===== src/rtl/uart_pkg.sv =====
// Shared types and register map for the memory-mapped UART transmitter.
package uart_pkg;

  typedef enum logic [1:0] {IDLE, START, DATA, STOP} tx_state_t;

  localparam logic [31:0] TXDATA_OFS = 32'd0;
  localparam logic [31:0] STATUS_OFS = 32'd4;

  localparam int EMPTY_B = 0;
  localparam int FULL_B  = 1;
  localparam int BUSY_B  = 2;
  localparam int OVF_B   = 3;

endpackage


===== src/rtl/sync_fifo.sv =====
// Single-clock FIFO with registered occupancy count; push is ignored when full, pop when empty.
module sync_fifo #(
  parameter int WIDTH = 8,
  parameter int DEPTH = 8
) (
  input  logic                     clk,
  input  logic                     reset,
  input  logic                     push,
  input  logic [WIDTH-1:0]         din,
  input  logic                     pop,
  output logic [WIDTH-1:0]         dout,
  output logic                     full,
  output logic                     empty,
  output logic [$clog2(DEPTH):0]   count
);
  localparam int AW = $clog2(DEPTH);
  localparam logic [AW-1:0] PTR_ONE  = AW'(1);
  localparam logic [AW:0]   CNT_ONE  = (AW+1)'(1);
  localparam logic [AW:0]   CNT_FULL = (AW+1)'(DEPTH);

  logic [WIDTH-1:0] mem [DEPTH];
  logic [AW-1:0]    wr_ptr, rd_ptr;
  logic             do_push, do_pop;

  assign full    = (count == CNT_FULL);
  assign empty   = (count == '0);
  assign do_push = push & ~full;
  assign do_pop  = pop & ~empty;
  assign dout    = mem[rd_ptr];

  // Pointers are exactly AW bits wide, so they wrap modulo DEPTH on their own.
  always_ff @(posedge clk or negedge reset) begin
    if (!reset) begin
      wr_ptr <= '0;
      rd_ptr <= '0;
      count  <= '0;
    end else begin
      if (do_push) wr_ptr <= wr_ptr + PTR_ONE;
      if (do_pop)  rd_ptr <= rd_ptr + PTR_ONE;
      case ({do_push, do_pop})
        2'b10:   count <= count + CNT_ONE;
        2'b01:   count <= count - CNT_ONE;
        default: count <= count;
      endcase
    end
  end

  always_ff @(posedge clk) begin
    if (do_push) mem[wr_ptr] <= din;
  end

endmodule


===== src/rtl/mmio_uart_tx.sv =====
// Store-bus UART transmitter: TXDATA/STATUS window, TX FIFO and an 8N1 serializer.
module mmio_uart_tx
  import uart_pkg::*;
#(
  parameter logic [31:0] BASE_ADDR    = 32'h0000_F000,
  parameter int          CLKS_PER_BIT = 16,
  parameter int          FIFO_DEPTH   = 8
) (
  input  logic        clk,
  input  logic        reset,
  input  logic        MemWrite,
  input  logic [31:0] DataAdr,
  input  logic [31:0] WriteData,
  output logic [31:0] ReadData,
  output logic        tx,
  output logic        busy
);
  localparam int AW = $clog2(FIFO_DEPTH);
  localparam int CW = $clog2(CLKS_PER_BIT);
  localparam logic [AW:0]   CNT_FULL = (AW+1)'(FIFO_DEPTH);
  localparam logic [CW-1:0] BAUD_TC  = CW'(CLKS_PER_BIT - 1);
  localparam logic [CW-1:0] BAUD_ONE = CW'(1);

  logic          hit, sel_status, wr_txdata, wr_status;
  logic          overflow, unused_bits;
  logic [31:0]   status;
  logic          fifo_pop, fifo_full, fifo_empty;
  logic [7:0]    fifo_dout;
  logic [AW:0]   fifo_count;

  tx_state_t     state, state_n;
  logic [CW-1:0] baud_cnt, baud_cnt_n;
  logic [2:0]    bit_idx, bit_idx_n;
  logic [7:0]    shreg, shreg_n;
  logic          baud_done, tx_n;

  assign hit         = (DataAdr[31:3] == BASE_ADDR[31:3]);
  assign sel_status  = (DataAdr[2] == STATUS_OFS[2]);
  assign wr_txdata   = MemWrite & hit & (DataAdr[2] == TXDATA_OFS[2]);
  assign wr_status   = MemWrite & hit & sel_status;
  assign unused_bits = ^{DataAdr[1:0], WriteData[31:8]};

  sync_fifo #(.WIDTH(8), .DEPTH(FIFO_DEPTH)) u_fifo (
    .clk   (clk),
    .reset (reset),
    .push  (wr_txdata),
    .din   (WriteData[7:0]),
    .pop   (fifo_pop),
    .dout  (fifo_dout),
    .full  (fifo_full),
    .empty (fifo_empty),
    .count (fifo_count)
  );

  // Overflow looks at the count before any same-edge pop, so a full FIFO drops the byte.
  always_ff @(posedge clk or negedge reset) begin
    if (!reset)                                     overflow <= 1'b0;
    else if (wr_txdata && fifo_count == CNT_FULL)   overflow <= 1'b1;
    else if (wr_status && WriteData[OVF_B])         overflow <= 1'b0;
  end

  assign busy = (state != IDLE) | ~fifo_empty;

  always_comb begin
    status          = '0;
    status[EMPTY_B] = fifo_empty;
    status[FULL_B]  = fifo_full;
    status[BUSY_B]  = busy;
    status[OVF_B]   = overflow;
    ReadData        = (hit && sel_status) ? status : '0;
  end

  always_ff @(posedge clk or negedge reset) begin
    if (!reset) begin
      state    <= IDLE;
      baud_cnt <= '0;
      bit_idx  <= '0;
      shreg    <= '0;
      tx       <= 1'b1;
    end else begin
      state    <= state_n;
      baud_cnt <= baud_cnt_n;
      bit_idx  <= bit_idx_n;
      shreg    <= shreg_n;
      tx       <= tx_n;
    end
  end

  assign baud_done = (baud_cnt == '0);

  always_comb begin
    state_n    = state;
    bit_idx_n  = bit_idx;
    shreg_n    = shreg;
    fifo_pop   = 1'b0;
    baud_cnt_n = baud_cnt;
    if (state != IDLE) baud_cnt_n = baud_done ? BAUD_TC : baud_cnt - BAUD_ONE;
    case (state)
      IDLE: begin
        if (!fifo_empty) begin
          fifo_pop   = 1'b1;
          shreg_n    = fifo_dout;
          baud_cnt_n = BAUD_TC;
          state_n    = START;
        end
      end
      START: begin
        if (baud_done) begin
          bit_idx_n = '0;
          state_n   = DATA;
        end
      end
      DATA: begin
        if (baud_done) begin
          shreg_n   = {1'b0, shreg[7:1]};
          bit_idx_n = bit_idx + 3'd1;
          if (bit_idx == 3'd7) state_n = STOP;
        end
      end
      STOP: begin
        // Back-to-back frames: reload straight into START with no idle bit.
        if (baud_done) begin
          if (!fifo_empty) begin
            fifo_pop = 1'b1;
            shreg_n  = fifo_dout;
            state_n  = START;
          end else begin
            state_n  = IDLE;
          end
        end
      end
      default: state_n = IDLE;
    endcase
    case (state_n)
      START:   tx_n = 1'b0;
      DATA:    tx_n = shreg_n[0];
      default: tx_n = 1'b1;
    endcase
  end

endmodule


===== config.mk =====
export PLATFORM = sky130hd
export DESIGN_NAME = mmio_uart_tx
export DESIGN_NICKNAME = d
export VERILOG_FILES = /design/src/rtl/uart_pkg.sv /design/src/rtl/sync_fifo.sv /design/src/rtl/mmio_uart_tx.sv
export SDC_FILE = /design/constraint.sdc
export NUM_CORES = 1
export LEC_CHECK = 0
export CAP_MARGIN = 5
export CELL_PAD_IN_SITES_DETAIL_PLACEMENT = 0
export CELL_PAD_IN_SITES_GLOBAL_PLACEMENT = 1
export CORE_MARGIN = 5
export CORE_UTILIZATION = 45
export CTS_BUF_LIST = sky130_fd_sc_hd__clkbuf_8
export CTS_CLUSTER_DIAMETER = 200
export CTS_CLUSTER_SIZE = 12
export DETAILED_ROUTE_END_ITERATION = 7
export DONT_BUFFER_PORTS = 1
export PLACE_DENSITY = 0.71
export SKIP_CTS_REPAIR_TIMING = 1
export SLEW_MARGIN = 10
export SYNTH_ARGS = -nofsm -noshare
export SYNTH_HDL_FRONTEND = slang
export SYNTH_SLANG_ARGS = --single-unit

===== constraint.sdc =====
create_clock -name clk -period 2.7 [get_ports clk]
set_input_delay 0.27 -clock clk [delete_from_list [all_inputs] [get_ports clk]]
set_output_delay 0.27 -clock clk [all_outputs]
set_load 0.01 [all_outputs]

==> results summary, run 1 <==
The flow ran to the end, and the final reports show no timing, DRC or antenna violations. The mapped netlist covers between 0.004 and 0.005 sq mm. The post-synthesis sequential element count came out at 93. For this run, the slowest stage of the critical path takes 0.39 ns. After floorplanning, the core was divided into 36 placement rows. The pin count of the biggest net entering global routing is 30.

The buffer levels on the longest clock path came out at 2. The actual slew at the worst max-slew pin is 0.6476 ns. The path with the worst hold slack has its endpoint at overflow.

The initial antenna violation count is 0. The final antenna-violating net count came out at 0. The TritonCTS clock tree is yes. The first element of the critical path is baud_cnt[0]. The average vias per placed instance is 5.138. The endpoint of the lowest-slack register-to-register path is u_fifo.count[3]. The critical path in this run is classified as flip-flop to flip-flop. Traced cell by cell, the critical path runs through inv_1 > ha_1 > nor3b_2 > a21oi_1 > nor3_2 > buf_4 > ha_1 > nand3b_1 > a21oi_1 > nor3_1 > nor3_2 > xor2_1. The share of flip-flops with an asynchronous set or reset after synthesis is 0.3118. In the synthesized netlist the dominant register cell turns out to be sky130_fd_sc_hd__edfxtp_1. The synthesized instance count is 309. The worst-path maximum fanout is 5. The count of flip-flops with a built-in enable after synthesis came out at 64. The final wirelength is 7774 microns. The worst hold-check slack is 0.07665 ns. Setup violations remaining at the end of the flow were counted as 0. The cell at the slowest stage of the critical path is sky130_fd_sc_hd__dfrtp_1. In the final routed layout, each cell accounts on average for 16.26 microns. 101 I/O pins were placed. The origin of the worst min-delay path is WriteData[3].

Derived from the worst setup path, the maximum achievable clock frequency is 413.6 MHz. The reg-to-reg startpoint is baud_cnt[0]. Including well taps, the total number of placed cells is 451.

The number of cells on the worst reg-to-reg path is 12. The deepest level of the CTS H-tree is 3. At the end of the flow, the number of nets in the layout was 421. The overall die area came out at approximately 0.012 sq mm. The number of non-filler instances in the completed layout is 478.

During synthesis, Yosys emitted a total of 0 warnings. The area growth from synthesis to layout is 10.72%. The final cycle utilization of the critical path is 0.8956. The number of maximum-capacitance violations is 0. The global placer's final weighted congestion is 0.7620. The setup total negative slack came out at 0 ns. The highest ir drop seen on vdd is 0.0003433 V. In this run the static leakage power is 0.001844 uW.

The via count of the first global-routing pass came out at between 2,000 and 2,500. Across every metal layer, demand over resource in global routing totals 0.1389. The placeable core region is 0.009684 sq mm. Detailed placement finished with a half-perimeter wire length of roughly 5300 microns. In this run the clock root is driven by a sky130_fd_sc_hd__clkbuf_8. The number of input and output port buffers inserted is 0. The via count came out at 2,456. The hold violation count in the final report is 0. The sequential cell area fraction in the yosys report came out at 0.6002. At the worst endpoint, the arrival time is 2.67 ns. For this run the aggregate overflow at the end of global routing stands at 0. The mean instance size in the synthesized netlist is 14.28 sq um.

The worst hold path stage count came out at 2. The clock transition at the registers of the reported paths is approximately 0.10 ns. The clock reaches the later pin of the worst-skew pair after 0.37 ns. The die boundary width is approximately 110 microns. The min-delay analysis places its worst path in the category primary input to flip-flop. The iteration-0 DRC count of the detailed router came out at 94. Counting distinct cell types in the post-synthesis netlist gives 50. Setup repair after global routing left no endpoint under its margin. The total power per unit cell area is 553.5 mW/mm^2. Measured against its own limit, the worst slew margin works out to 0.5683.

The repair_antennas step left the layout with diodes totalling 0. The data required time at the worst endpoint is 2.95 ns. The fraction of final layout cells with drive strength greater than 1 came out at 0.1884.

The worst reg-to-reg setup slack came out at between 0.2 and 0.3 ns. The library cell used most frequently in the layout, excluding fill and tap cells, is sky130_fd_sc_hd__edfxtp_1. In the layout the commonest cells are 64 x sky130_fd_sc_hd__edfxtp_1, 28 x sky130_fd_sc_hd__conb_1, 28 x sky130_fd_sc_hd__dfrtp_1.

The first global-routing pass estimated 12,350 microns of wire. After detailed routing, the number of remaining DRC violations is 0. The max-slew violation count is 0. Between clock sinks in the finished design, the worst skew comes to 0.01283 ns.

In this run, CTS created clock tree buffers numbering 9. STA classifies the critical path startpoint as a flip-flop. The final critical delay including setup and external delays is 2.418 ns. The height of the chip came out at 109.0 microns. The starting density of the core is 0.4557.

The detailed-routing iteration count for the pre-antenna-repair pass came out at 4. The clock drives 93 sinks. STA classifies the critical path endpoint as a flip-flop.
-- cell usage after synthesis, drive strengths merged, types with 3 or more instances --
library cell   n  area, sq um
edfxtp        64         1922
buf           32        236.5
dfrtp         28        700.7
o21ai         17        85.08
ha            14        175.2
mux4          14        315.3
nor2          13        48.80
nand2         12        45.04
nor3          12        65.06
a21oi         11        58.81
mux2i         10        100.1
inv            9        33.78
a22oi          8        60.06
nor4           6        52.55
nor2b          5        31.28
xor2           5        43.79
clkbuf         4        25.02
mux2           4        45.04
xnor2          4        35.03
a32o           3        30.03
nand2b         3        18.77
nand3b         3        22.52
nor4b          3        32.53
o31ai          3        36.28
-- kinds of logic after synthesis --
kind of cell	after synthesis	synth area share
AOI/OAI and AO/OA	50	0.07542
xor gates and xnor gates	9	0.01786
adders and majority gates	14	0.03969
buffers and inverters	46	0.07116
DFF	93	0.6002
muxes	28	0.1043
other	1	0.0008498
and+or+nand+nor	68	0.09045
-- worst max-delay path, delay by kind of cell, from the launching register on --
| family | cells | cell delay (ns) |
|---|---|---|
| AOI/OAI and AO/OA | 2 | 0.18 |
| adders and majority gates | 2 | 0.41 |
| xor gates and xnor gates | 1 | 0.15 |
| DFF | 1 | 0.39 |
| buffers and inverters | 2 | 0.31 |
| and+or+nand+nor | 5 | 0.85 |
-- flip-flops by register name, summed over array words and instances (netlist names), 2 cells and up --
register / flops
baud_cnt: 4
bit_idx: 3
shreg: 8
state: 2
u_fifo.count: 4
u_fifo.mem: 64
u_fifo.rd_ptr: 3
u_fifo.wr_ptr: 3
-- routing by layer --
metal / routed length [microns] / vias to the layer above / global-route usage
met2: 3825 / 48 / 0.2272
met3: 334 / 9 / 0.02960
met4: 109 / 0 / 0.05410
met5: 0 / - / 0
met1: 3505 / 1213 / 0.1813
li1: - / 1186 / -
-- power breakdown --
group	leakage (uW)	internal, uW	switching (uW)
clock	0.000105	374	557
combinational	0.000762	70.4	90.9
sequential	0.000977	1580	32.1
total	0.00184	2020	680
-- layout make-up --
cell class	instances	area, sq um
fillers	825	4798
clock inverters	7	83.83
multi-input cells	197	1567
inverters	9	33.78
well taps	133	166.4
repair buffers	30	262.8
clock buffers	9	123.9
flip-flops and latches	93	2649
-- per-stage QoR --
stage | power (uW) | setup WS (ns) | cell area (sq um) | util
finish | 2704 | 0.2820 | 4886 | 0.5045
global route | 2830 | 0.03626 | 4886 | 0.5045
CTS | 2705 | 0.1378 | 4756 | 0.4911
detailed placement | 1771 | 0.1678 | 4548 | 0.4696
global placement | 1766 | 0.2517 | 4548 | 0.4696
floorplan | 1777 | 0.1271 | 4519 | -
-- worst max-delay path by stage --
stage | slack [ns] | cells after the start | to
floorplan | 0.13 | 12 | u_fifo.count[2]
global placement | 0.25 | 12 | u_fifo.count[3]
detailed placement | 0.17 | 12 | u_fifo.count[3]
CTS | 0.14 | 12 | u_fifo.count[3]
global route | 0.04 | 12 | u_fifo.count[3]
finish | 0.28 | 12 | u_fifo.count[3]
No activity file was read; power rests on OpenSTA's default activity.
==> inputs of run 2 (changes only) <==
- SKIP_CTS_REPAIR_TIMING: 1 -> default
==> results summary, run 2 (synthesized netlist as in run 1, its figures left out) <==
The origin of the worst min-delay path is WriteData[3]. The overall die area came out at 0.01189 sq mm. Setup repair after global routing left no endpoint under its margin. The multi-input combinational cell area came out at 0.001567 sq mm. The global placer's final weighted congestion came out at 0.7620. For this design the top-level I/O count stands at about 100. The iteration-0 DRC count of the detailed router came out at 93. The path depth of the worst reg2reg path is 12. The height of the chip is 109.0 microns. The register with the most flip-flops in the layout has 64 of them. Along the worst path, the maximum fanout reaches 5. Entering global routing, the biggest net connects 30 pins. The final critical delay including setup and external delays came out at 2.413 ns. The final setup violation count is 0.

Between clock sinks in the finished design, the worst skew comes to 0.01377 ns. The number of input and output port buffers inserted is 0. Measured against its own limit, the worst slew margin works out to 0.5710. The overall routing resource usage is 0.1397. The most common cell after layout, fill and taps aside is sky130_fd_sc_hd__edfxtp_1. The number of setup buffers added after CTS came out at 0.

The hold violation count in the final report came out at 0. The worst setup path is launched from a flip-flop. The deepest level of the CTS H-tree is 3. Detailed routing inserted a total of 2,456 vias. The via count of the first global-routing pass is 2,405. The number of design rule violations left after detail routing came out at 0. The actual slew at the worst max-slew pin is 0.6435 ns. The worst setup path is captured at a flip-flop.

In the final timing run, aggregate negative setup slack is 0 ns. The data required time at the worst endpoint is 2.95 ns. The number of antenna diodes in the final layout is 0. The number of buffers created by CTS is 9. Leaving out fill and tap cells, the most frequent cells in the layout are 64 x sky130_fd_sc_hd__edfxtp_1, 28 x sky130_fd_sc_hd__conb_1, 28 x sky130_fd_sc_hd__dfrtp_1. The critical path goes through inv_1 > ha_1 > nor3b_2 > a21oi_1 > nor3_2 > buf_4 > ha_1 > nand3b_1 > a21oi_1 > nor3_1 > nor3_2 > xor2_1. TritonCTS built the clock tree. The slowest stage of the critical path is the sky130_fd_sc_hd__dfrtp_1 cell. The flow ran to the end, and the final reports show no timing, DRC or antenna violations. The final core utilization is 0.5045. The pre-antenna-repair detailed-routing pass consisted of 4 iterations. The post-detailed-placement half-perimeter wirelength came out at 5350 microns. After clock tree synthesis, the clock-pin slew on the worst setup and hold paths is 0.10 ns. The number of buffers and inverters on the critical path is 2.

For this run, the top clock speed supported by timing is 414.3 MHz. The worst hold path was traced through 2 stages. The critical path is of the flip-flop to flip-flop type.

The max-slew violation count is 0. The total power per unit cell area is 553.9 mW/mm^2. The largest stage delay on the critical path is just under 0.4 ns. The tool flagged a number of max-cap violations equal to 0. The path with the worst hold slack has its endpoint at overflow. The register with the highest flop count is u_fifo.mem. Of the cells placed in the final design, the portion with a size suffix greater than 1 is 0.1884. The worst reg-to-reg setup slack came out at 0.29 ns.

The global route total overflow came out at 0. The layout filler cell count is 823. Measured along the x axis, the die boundary spans 109.0 microns.

At the later pin of the worst-skew pair, clock insertion delay measures 0.37 ns. The final layout contains routed wiring with a total length of around 7800 microns. The final antenna-violating net count came out at 0.

The tightest hold path in the finished design has a slack of 0.07554 ns. The highest ir drop seen on vdd came out at 0.0003431 V. The final cycle utilization of the critical path came out at 0.8939. The CTS root buffer is sky130_fd_sc_hd__clkbuf_8. The worst register-to-register path ends at u_fifo.count[3]. The initial antenna violation count was 0. Using the TritonRoute via totals, the vias-per-cell ratio works out to 5.138. The area of all placed cells without fillers came out at 0.004886 sq mm. The total power of the final layout came out at 2706 uW. The largest registers in the layout are u_fifo.mem: 64 flops, shreg: 8 flops.

The layout net count came out at 421. In this run the worst hold path is classified as primary input to flip-flop. The starting density of the core is 0.4557.

The area growth from synthesis to layout came out at 10.72%. The worst endpoint data arrival time is 2.66 ns. Counting along the longest clock path gives a buffer depth of 2. The placed cell area came out at 0.004548 sq mm.

For this design the static power due to leakage is 0.001844 uW. The average wire length per cell after detail routing is about 16 microns. The startpoint identified for the worst register-to-register timing path is baud_cnt[0]. The global-route wire length before repair is 12,410 microns. The sequential standard cell area came out at 0.002649 sq mm. For this design, the sink count on the clock tree is between 90 and 100. The row count came out at 36. The placeable core region came out at just under 0.01 sq mm. Broken down by cell family, the worst path's largest delay share belongs to simple AND/OR/NAND/NOR gates.
run 2: layout make-up:
type                            instances  share of cell area
Clock buffer                            9             0.02535
Clock inverter                          7             0.01716
Inverter                                9            0.006914
Multi-Input combinational cell        197              0.3206
Sequential cell                        93              0.5421
Tap cell                              133             0.03406
Timing Repair Buffer                   30             0.05378
run 2: repair_timing:
item                       4_1_cts  5_1_grt
resized for setup                0        2
hold buffers                    11        0
setup endpoints to repair        0        1
hold endpoints to repair        94        0
run 2: power by group:
part / total (uW) / internal, uW / switching (uW)
Clock: 933 / 374 / 559
Sequential: 1610 / 1580 / 32.6
Combinational: 161 / 70.4 / 90.2
run 2: metal layers:
layer | routed length (microns) | track usage
met1 | 3496 | 0.1852
met2 | 3826 | 0.2285
met3 | 339 | 0.02605
met4 | 109 | 0.05410
met5 | 0 | 0
run 2: worst register-to-register path: cells and delay by family (launching register included):
family,cells,cell delay (ns)
AO/OA/AOI/OAI,2,0.18
adder cells (fa/ha/maj),2,0.41
XOR/XNOR,1,0.15
AND/OR/NAND/NOR,5,0.84
flip-flops,1,0.39
buffers and inverters,2,0.31
run 2: how the worst max path moves through the flow:
stage | from | to | slack (ns) | depth (start not counted)
global route | baud_cnt[0] | u_fifo.count[3] | 0.04 | 12
detailed placement | baud_cnt[0] | u_fifo.count[3] | 0.17 | 12
CTS | baud_cnt[0] | u_fifo.count[3] | 0.14 | 12
floorplan | baud_cnt[0] | u_fifo.count[2] | 0.13 | 12
finish | baud_cnt[0] | u_fifo.count[3] | 0.29 | 12
global placement | baud_cnt[0] | u_fifo.count[3] | 0.25 | 12
run 2: stage by stage:
step	worst slack, ns	instances
2_1_floorplan	0.1271	336
6_report	0.2866	478
3_5_place_dp	0.1678	451
5_1_grt	0.03626	478
4_1_cts	0.1378	478
3_3_place_gp	0.2517	451
==> inputs of run 3 (changes only) <==
--- a/config.mk
+++ b/config.mk
@@ -10,11 +10,10 @@
 export CELL_PAD_IN_SITES_GLOBAL_PLACEMENT = 1
 export CORE_MARGIN = 5
-export CORE_UTILIZATION = 45
+export CORE_UTILIZATION = 38
 export CTS_BUF_LIST = sky130_fd_sc_hd__clkbuf_8
 export CTS_CLUSTER_DIAMETER = 200
-export CTS_CLUSTER_SIZE = 12
+export CTS_CLUSTER_SIZE = 8
 export DETAILED_ROUTE_END_ITERATION = 7
-export DONT_BUFFER_PORTS = 1
-export PLACE_DENSITY = 0.71
+export PLACE_DENSITY = 0.75
 export SLEW_MARGIN = 10
 export SYNTH_ARGS = -nofsm -noshare
==> constraint.sdc (replaced) <==
create_clock -name clk -period 2.7 [get_ports clk]
set_input_delay 0.81 -clock clk [delete_from_list [all_inputs] [get_ports clk]]
set_output_delay 0.81 -clock clk [all_outputs]
set_load 0.01 [all_outputs]
==> results summary, run 3 (synthesized netlist as in run 1, its figures left out) <==
Setup violations remaining at the end of the flow were counted as 0. The clock passes through at most 2 buffers. The number of flip-flops under the largest register name is 64. The fraction of final layout cells with drive strength greater than 1 is 0.2872. The critical path is of the primary input to output port type. The critical path startpoint category is a primary input. Setup repair after global routing could not meet its margin everywhere. For this run, the post-layout net count is around 470. The placed cell area is 0.005121 sq mm. The via count of the first global-routing pass is 2,732. The max-slew violation count was 0.

The final antenna-violating net count came out at 0. The final critical delay including setup and external delays came out at 2.654 ns. The detailed-routing iteration count for the pre-antenna-repair pass came out at 4. In the final layout, the registers with the most flip-flops are u_fifo.mem: 64 flops, shreg: 8 flops.

The part of the power in the clock network is 0.333. The post-layout worst setup margin is 0.04572 ns. For the worst setup path, the data arrival time is 1.84 ns.

The number of buffers created by CTS is 9. The H-tree was split into 3 levels. The wire length on met2 is 4077 microns.

The most common cell after layout, fill and taps aside is sky130_fd_sc_hd__edfxtp_1. The routed length on met1 came out at 3626 microns. The row count is 39. Static timing analysis puts the maximum clock frequency at 376.8 MHz. The starting density of the core is 0.3865. Of the total power, combinational logic draws 0.076.

The via count is roughly 2,700. For this design, the sink count on the clock tree is 93. The completed layout was analyzed and its total power is approximately 2700 uW. The final cycle utilization of the critical path is 0.9831.

The top layer used by detailed routing is met4. Across the VDD grid, the largest voltage drop is 0.0002908 V. The worst clock skew came out at 0.01405 ns. The congestion estimate from routability-driven global placement came to 0.7369. The die boundary width came out at 117.8 microns. Buffers placed on the I/O ports in this run total 46. After routing the design area is 0.005354 sq mm.

Of the total power, the share spent switching nets is 0.2480. Entering global routing, the biggest net connects 30 pins. The worst-path maximum fanout came out at 3.

The global-route wire length before repair is roughly 14,000 microns. The placeable core region came out at 0.01142 sq mm. During I/O placement, the number of pins put on the boundary was 101. The overall die area came out at 0.01387 sq mm. On the final layout, the worst hold slack is 0.4913 ns.

The worst pin sits at a relative slew slack of 0.5738. The clock transition at the registers of the reported paths came out at 0.10 ns. The sequential power share came out at 0.592. For this design the static power due to leakage is 0.002072 uW. The final wirelength is 8142 microns. The number of design rule violations left after detail routing is 0. The CTS root buffer is sky130_fd_sc_hd__clkbuf_8. The internal portion of the total power is 2048 uW.

After filler insertion, the fill cell instance count of the layout stands at 1,015. The number of buffers inserted for hold repair after clock tree synthesis came out at 0. The global route total overflow came out at 0. The data required time at the worst endpoint is 1.89 ns. The amount of wire on met3 after detailed routing is 345 microns. The initial antenna violation count came to 0.

The worst hold path belongs to the class flip-flop to flip-flop. The number of antenna diodes in the final layout is 0. The wire-length estimate of the detail-placed layout is between 5000 and 6000 microns.

The iteration-0 DRC count of the detailed router is 152. TritonCTS built the clock tree. The analysis attributes to net switching a power of 675.4 uW. The clock latency of the later-clocked register in the worst-skew pair is 0.36 ns. From synthesis to final layout, the design area changed by 21.32%. In the layout the commonest cells are 64 x sky130_fd_sc_hd__edfxtp_1, 29 x sky130_fd_sc_hd__buf_4, 28 x sky130_fd_sc_hd__conb_1, 28 x sky130_fd_sc_hd__dfrtp_1, 17 x sky130_fd_sc_hd__o21ai_0.

Counting flops per register, the top entry is u_fifo.mem. The hold violation count in the final report was 0. Timing analysis after detailed placement gives a worst setup slack of -0.7852 ns. STA classifies the critical path endpoint as an output port. In this run the power density over the cells is 508.6 mW/mm^2. The overall routing resource usage is 0.1204. In the routed layout, each cell is associated on average with a via count of 4.992. Max-cap violations in this run came to 0. At the pin with the least slew margin, the transition time is between 0.6 and 0.7 ns. The flow ran to the end, and the final reports show no timing, DRC or antenna violations. The average wire length per cell after detail routing came out at 15.28 microns. The height of the chip came out at approximately 120 microns.
[run 3: what timing repair did]
action                     in CTS  in global routing
pin swaps                      13                  7
setup endpoints to repair       8                  6
buffers inserted                1                  1
resized for setup             101                 17
[run 3: final timing paths]
| check | from | endpoint | slack [ns] | cells past startpoint |
|---|---|---|---|---|
| max in group asynchronous | reset | tx | 1.53 | 2 |
| max reg2reg | baud_cnt[0] | u_fifo.count[2] | 0.26 | 13 |
| max | DataAdr[19] | ReadData[2] | 0.05 | 7 |
| min reg2reg | shreg[7] | shreg[7] | 0.49 | 2 |
| min in group asynchronous | reset | baud_cnt[2] | 0.83 | 2 |
| min | shreg[7] | shreg[7] | 0.49 | 2 |
[run 3: final cells by class]
cell class	instances	area, sq um	area share
clock buffers	9	123.9	0.02314
clock inverters	7	75.07	0.01402
inverters	9	33.78	0.006310
multi-input cells	197	1692	0.3160
flip-flops and latches	93	2649	0.4947
well taps	143	178.9	0.03342
repair buffers	75	601.8	0.1124
[run 3: per-layer routing]
| metal | vias to the layer above | global-route usage |
|---|---|---|
| met2 | 60 | 0.1994 |
| li1 | 1274 | - |
| met3 | 8 | 0.02210 |
| met5 | - | 0 |
| met1 | 1319 | 0.1577 |
| met4 | 0 | 0.04516 |
[run 3: power groups by stage]
stage	logic [uW]	registers (uW)	clock network [uW]
2_1_floorplan	143	1630	0
3_3_place_gp	206	1640	0
3_5_place_dp	211	1640	0
4_1_cts	202	1610	935
5_1_grt	235	1620	1000
6_report	206	1610	906
[run 3: stage by stage]
| stage | utilization | TNS, ns | instances |
|---|---|---|---|
| 2_1_floorplan | - | -1.532 | 336 |
| 3_3_place_gp | 0.4485 | -22.59 | 515 |
| 3_5_place_dp | 0.4485 | -23.15 | 515 |
| 4_1_cts | 0.4626 | -0.01091 | 532 |
| 5_1_grt | 0.4689 | -0.1690 | 533 |
| 6_report | 0.4689 | 0 | 533 |
[run 3: worst max-delay path: stages]
cell                      delay, ns
sky130_fd_sc_hd__buf_6         0.10
sky130_fd_sc_hd__nor4_4        0.25
sky130_fd_sc_hd__nand4_1       0.18
sky130_fd_sc_hd__nor2_2        0.17
sky130_fd_sc_hd__nand2_2       0.10
sky130_fd_sc_hd__a21oi_2       0.11
sky130_fd_sc_hd__buf_2         0.14
